`config.mk`:
```
export PLATFORM = sky130hd
export DESIGN_NAME = shared_cache_arbiter
export DESIGN_NICKNAME = d
export VERILOG_FILES = /design/src/rtl/shared_cache_arbiter.sv
export SDC_FILE = /design/constraint.sdc
export NUM_CORES = 1
export LEC_CHECK = 0
export CORE_MARGIN = 3
export CORE_UTILIZATION = 37
export CTS_CLUSTER_SIZE = 14
export DETAILED_ROUTE_END_ITERATION = 12
export PLACE_DENSITY = 0.82
export SYNTH_ARGS = -nofsm -noshare
export SYNTH_HDL_FRONTEND = slang
export SYNTH_SLANG_ARGS = --single-unit
```
`constraint.sdc`:
```
create_clock -name clk -period 2.5 [get_ports clk]
set_clock_uncertainty 0.1 [all_clocks]
set_input_delay 0.75 -clock clk [delete_from_list [all_inputs] [get_ports clk]]
set_output_delay 0.75 -clock clk [all_outputs]
set_load 0.1 [all_outputs]
```
`src/rtl/shared_cache_arbiter.sv`:
```
// shared_cache_arbiter: round-robin arbiter that funnels NUM_CORES core
// requests onto one shared cache port, one transaction at a time.
// Optional feature: define ARB_TIMEOUT_EN to add a BUSY watchdog that aborts
// a transaction after TIMEOUT cycles without cache_ack (core_err=1).
module shared_cache_arbiter #(
   parameter int NUM_CORES = 4,
   parameter int ADDR_W    = 12,
   parameter int DATA_W    = 8,
   parameter int TIMEOUT   = 15
) (
   input  logic                        clk,
   input  logic                        rst,
   input  logic [NUM_CORES-1:0]        core_req,
   input  logic [2*NUM_CORES-1:0]      core_rw,
   input  logic [NUM_CORES*ADDR_W-1:0] core_addr,
   input  logic [NUM_CORES*DATA_W-1:0] core_wdata,
   output logic [NUM_CORES-1:0]        core_gnt,
   output logic [NUM_CORES-1:0]        core_done,
   output logic [DATA_W-1:0]           core_rdata,
   output logic                        core_hit,
   output logic                        core_err,
   output logic                        cache_valid,
   output logic [1:0]                  cache_rw,
   output logic [ADDR_W-1:0]           cache_addr,
   output logic [DATA_W-1:0]           cache_wdata,
   input  logic                        cache_ack,
   input  logic [DATA_W-1:0]           cache_rdata,
   input  logic                        cache_hit
);

   localparam int IDX_W = (NUM_CORES > 1) ? $clog2(NUM_CORES) : 1;

   // Elaboration-time parameter sanity check
   if (NUM_CORES < 2 || NUM_CORES > 8 || TIMEOUT < 1) begin : g_bad_param
      $error("shared_cache_arbiter: NUM_CORES must be 2..8 and TIMEOUT >= 1");
   end

   typedef enum logic [1:0] {IDLE, BUSY, DONE} state_t;

   state_t                 state_q, state_d;
   logic [IDX_W-1:0]       last_q, last_d;
   logic [IDX_W-1:0]       sel_q, sel_d;
   logic [NUM_CORES-1:0]   gnt_q, gnt_d;
   logic [NUM_CORES-1:0]   done_q, done_d;
   logic [DATA_W-1:0]      rdata_q, rdata_d;
   logic                   hit_q, hit_d;
   logic                   cvalid_q, cvalid_d;
   logic [1:0]             crw_q, crw_d;
   logic [ADDR_W-1:0]      caddr_q, caddr_d;
   logic [DATA_W-1:0]      cwdata_q, cwdata_d;

`ifdef ARB_TIMEOUT_EN
   localparam int CNT_W = $clog2(TIMEOUT + 1);
   logic [CNT_W-1:0]       cnt_q, cnt_d;
   logic                   err_q, err_d;
`endif

   logic [IDX_W-1:0]       pick;
   logic [IDX_W-1:0]       cand;
   logic                   found;

   // Rotating-priority search: first requester upward from last_grant+1
   always_comb begin
      pick  = last_q;
      cand  = '0;
      found = 1'b0;
      for (int i = 1; i <= NUM_CORES; i++) begin
         cand = IDX_W'((int'(last_q) + i) % NUM_CORES);
         if (!found && core_req[cand]) begin
            found = 1'b1;
            pick  = cand;
         end
      end
   end

   // Next-state and registered-output computation
   always_comb begin
      state_d  = state_q;
      last_d   = last_q;
      sel_d    = sel_q;
      gnt_d    = '0;
      done_d   = '0;
      rdata_d  = rdata_q;
      hit_d    = hit_q;
      cvalid_d = cvalid_q;
      crw_d    = crw_q;
      caddr_d  = caddr_q;
      cwdata_d = cwdata_q;
`ifdef ARB_TIMEOUT_EN
      cnt_d    = cnt_q;
      err_d    = err_q;
`endif
      case (state_q)
         IDLE: begin
            if (found) begin
               state_d     = BUSY;
               sel_d       = pick;
               last_d      = pick;
               gnt_d[pick] = 1'b1;
               cvalid_d    = 1'b1;
               crw_d       = core_rw[2*int'(pick) +: 2];
               caddr_d     = core_addr[int'(pick)*ADDR_W +: ADDR_W];
               cwdata_d    = core_wdata[int'(pick)*DATA_W +: DATA_W];
`ifdef ARB_TIMEOUT_EN
               cnt_d       = '0;
`endif
            end
         end
         BUSY: begin
            if (cache_ack) begin
               state_d       = DONE;
               cvalid_d      = 1'b0;
               rdata_d       = cache_rdata;
               hit_d         = cache_hit;
               done_d[sel_q] = 1'b1;
`ifdef ARB_TIMEOUT_EN
               err_d         = 1'b0;
            end else if (cnt_q == CNT_W'(TIMEOUT - 1)) begin
               // Watchdog expiry: abort with an error completion
               state_d       = DONE;
               cvalid_d      = 1'b0;
               rdata_d       = '0;
               hit_d         = 1'b0;
               err_d         = 1'b1;
               done_d[sel_q] = 1'b1;
            end else begin
               cnt_d         = cnt_q + 1'b1;
`endif
            end
         end
         DONE: begin
            // Completion data is only meaningful during the done pulse
            state_d = IDLE;
            rdata_d = '0;
            hit_d   = 1'b0;
`ifdef ARB_TIMEOUT_EN
            err_d   = 1'b0;
`endif
         end
         default: state_d = IDLE;
      endcase
   end

   // State and output registers; reset makes core 0 the first priority
   always_ff @(posedge clk) begin
      if (rst) begin
         state_q  <= IDLE;
         last_q   <= IDX_W'(NUM_CORES - 1);
         sel_q    <= '0;
         gnt_q    <= '0;
         done_q   <= '0;
         rdata_q  <= '0;
         hit_q    <= 1'b0;
         cvalid_q <= 1'b0;
         crw_q    <= '0;
         caddr_q  <= '0;
         cwdata_q <= '0;
`ifdef ARB_TIMEOUT_EN
         cnt_q    <= '0;
         err_q    <= 1'b0;
`endif
      end else begin
         state_q  <= state_d;
         last_q   <= last_d;
         sel_q    <= sel_d;
         gnt_q    <= gnt_d;
         done_q   <= done_d;
         rdata_q  <= rdata_d;
         hit_q    <= hit_d;
         cvalid_q <= cvalid_d;
         crw_q    <= crw_d;
         caddr_q  <= caddr_d;
         cwdata_q <= cwdata_d;
`ifdef ARB_TIMEOUT_EN
         cnt_q    <= cnt_d;
         err_q    <= err_d;
`endif
      end
   end

   assign core_gnt    = gnt_q;
   assign core_done   = done_q;
   assign core_rdata  = rdata_q;
   assign core_hit    = hit_q;
   assign cache_valid = cvalid_q;
   assign cache_rw    = crw_q;
   assign cache_addr  = caddr_q;
   assign cache_wdata = cwdata_q;
`ifdef ARB_TIMEOUT_EN
   assign core_err    = err_q;
`else
   assign core_err    = 1'b0;
`endif

endmodule

```
==> metrics.md <==
| Metric | Value |
|---|---|
| Async SR Flop Fraction | 0% |
| Die height | 85.93 microns |
| Root buf cell | clkbuf_8 |
| Top_reg_cell synth | dfxtp_1 |
| Crit start category | input pin |
| Worst R2R Setup Slack | roughly 460 ps |
| Req. time, crit path | 2630 ps |
| Lkg Pwr | 1.639 nW |
| Max IR drop VDD | around 0.00040 V |
| Synthesis-to-layout area growth | 69.45% |
| Die W | roughly 86 microns |
| Max Slew Vio Count | 0 |
| Filler cells | 529 |
| # setup viols final | 0 |
| IO buf count | 143 |
| Antenna Violating Nets Remaining | 0 |
| Initial antenna violation count | 0 |
| Initial Util | 39.00% |
| Min-Delay Path Class | flop to flop |
| Hold Crit Start | sel_q[1] |
| Syn Std Cell Area | around 2400 sq um |
| Warnings, synthesis | 0 |
| Post-Layout Inst Area | 4005 sq um |
| Final Hold Viols | 0 |
| Via density | approximately 5.2 |
| Layout cells sized above 1 | a little under a quarter |
| Clock Sinks | 46 |
| DRC violations left | 0 |
| Top cells by area, synth | dfxtp_1 (39%), mux2_2 (10%), mux2i_1 (9.7%) |
| RSZ-0062 raised after global routing | false |
| Area share of the largest cell type after synthesis | 38.96% |
| Achievable Freq | 0.4226 GHz |
| Number of DRC markers in iteration 0 | 66 |
| R2R cell count | 6 |
| WP data arrival | 2490 ps |
| Largest net degree at the start of global routing | 34 |
| Drt first pass iters | 4 |
| DPL Wire Length | 5722 microns |
| Most frequent cells in the layout | clkdlybuf4s50_1 (100), buf_4 (56), dfxtp_1 (46) |
| Nets | 509 |
| Clk pin slew, worst setup/hold paths | 90 ps |
| Final WL | 7211 microns |
| Clock buffer depth | 2 |
| Actual slew at the worst max-slew pin | 618.0 ps |
| Run status | finished, final reports clean |
| Clk_lat worst skew | 300 ps |
| Pwr per Cell Area | 659.3 nW/um^2 |
| Hold Buf Count CTS | 0 |
| Die area | 7383 sq um |
| CP Max Fanout | 33 |
| Overflow after GRT | 0 |
| Yosys cell types | 31 |
| Core area | 6061 sq um |
| CTS buffer count | 5 |
| Avg Cell Area, Syn | just over 9 sq um |
| Register area share after synthesis | just under 40% |
| GRT Total Usage | 20.02% |
| RePlAce Congestion | ~0.76 |
| Final min period | 2366 ps |
| CP Capture Type | flop |
| Syn nets | 362 |
| Dominant cell type by area after synthesis | dfxtp_1 |
| # IOs | 145 |
| CTS tree | built |
| #FFs+latches synth | 46 |
| Vias | 2509 |
| Number of flops mapped to enable cells by yosys | 0 |
| Placed Instance Area | between 3000 and 4000 sq um |
| Site Rows | 28 |
| Hold path endpoint | core_done[1] |
| Crit Path Class | input pin to flop |
| Wire length per cell | roughly 15 microns |
| R2R Path End | cache_rw[1] |
| Hold depth | 1 |
| Diodes inserted | 0 |
| Vias in the first global route | between 2k and 3k |
| H-tree levels | 2 |
| Total power | 2.640 mW |
| First-pass GRT wire length | 12080 microns |
| Slew HR | 58.65% |
| MaxCap Viol Count | 0 |
| Cells after Synth | between 200 and 300 |
| Critical R2R Launch | last_q[1] |
| Commonest non-fill, non-tap cell in the layout | clkdlybuf4s50_1 |
| Final Cycle Share | 94.65% |
==> synth_stat cells, types with 2 or more instances <==
cell       n
a21oi_1    5
a221o_1    3
a22o_1     9
and2_1     2
and3_1     2
and3b_1    2
buf_2     10
buf_4      3
buf_6      3
clkbuf_1   7
dfxtp_1   46
mux2_2    22
mux2i_1   23
nand2_1   24
nand2b_1   2
nand3_1   44
nor2_1    11
nor2b_1    3
nor3_1     3
nor3b_1    2
nor4_1     2
o211ai_1  19
o21bai_1   2
or3_1      2
==> state kept, by name, summed over array words and instances (netlist names) <==
signal,count
cache_wdata,8
core_gnt,4
cache_rw,2
core_done,4
cache_addr,12
state_q,2
core_hit,1
cache_valid,1
last_q,2
core_rdata,8
sel_q,2
==> cell type report <==
type	count	area, sq um	area share, %
clock buffers	5	68.82	1.718
clock inverters	3	21.27	0.5311
multi-input cells	189	1361	33.99
flip-flops and latches	46	920.9	22.99
well taps	75	93.84	2.343
repair buffers	163	1539	38.43
==> per-stage QoR <==
step | hold WS (ps) | setup WS (ps) | cells | utilization (%) | setup TNS, ps
6_report | 381.0 | 133.7 | 481 | 66.08 | 0
3_3_place_gp | 347.6 | -290.1 | 473 | 64.10 | -6084
3_5_place_dp | 357.0 | -344.1 | 473 | 64.10 | -7208
4_1_cts | 381.2 | 3.434 | 481 | 65.73 | 0
5_1_grt | 397.3 | 1.354 | 481 | 66.08 | 0
2_1_floorplan | 330.0 | 325.1 | 258 | - | 0
==> cell families (layout without fill, tap and decap cells) <==
family | count (synthesis) | count (layout) | share of synthesized area [%]
buf+inv | 23 | 171 | 5.612
compound gates | 42 | 42 | 13.76
mux | 45 | 45 | 20.22
simple gates | 101 | 101 | 21.28
flops | 46 | 46 | 38.96
other cells | 1 | 1 | 0.1587
==> worst max-delay path by stage <==
stage | startpoint | to | slack [ps] | depth (start not counted)
after floorplan | rst | cache_addr[2] | 330 | 7
after global placement | core_req[3] | cache_wdata[4] | -290 | 7
after detailed placement | core_req[3] | cache_wdata[4] | -340 | 7
after CTS | core_req[3] | cache_rw[1] | 3 | 6
after global routing | core_req[0] | cache_wdata[2] | 1 | 6
final | core_req[0] | cache_wdata[4] | 130 | 7
==> repair_timing <==
| item | CTS | global route |
|---|---|---|
| resized for setup | 1 | 5 |
| endpoints found under the hold margin | 0 | 0 |
| setup buffers | 0 | 0 |
| endpoints found under the setup margin | 8 | 14 |
| pin swaps | 0 | 1 |
==> critical path, stage by stage <==
cell             delay [ps]
clkdlybuf4s50_1         560
a21oi_1                 150
o31ai_4                 320
buf_12                  220
nand3_1                 110
mux2_2                  280
o211ai_1                 80
==> power breakdown <==
group	switching [mW]	leakage, nW	internal [mW]
sequential	0.0561	0.378	0.820
clock	0.257	0.0441	0.197
combinational	0.853	1.22	0.457
==> routing by layer <==
metal	GRT usage, %	vias up	part of all wire (%)
met2	34.76	98	50
met1	23.69	1153	40
li1	-	1239	-
met5	0	-	0
met3	4.611	19	7.3
met4	7.914	0	2.7
Note: power is estimated with default switching activity, not from simulation.
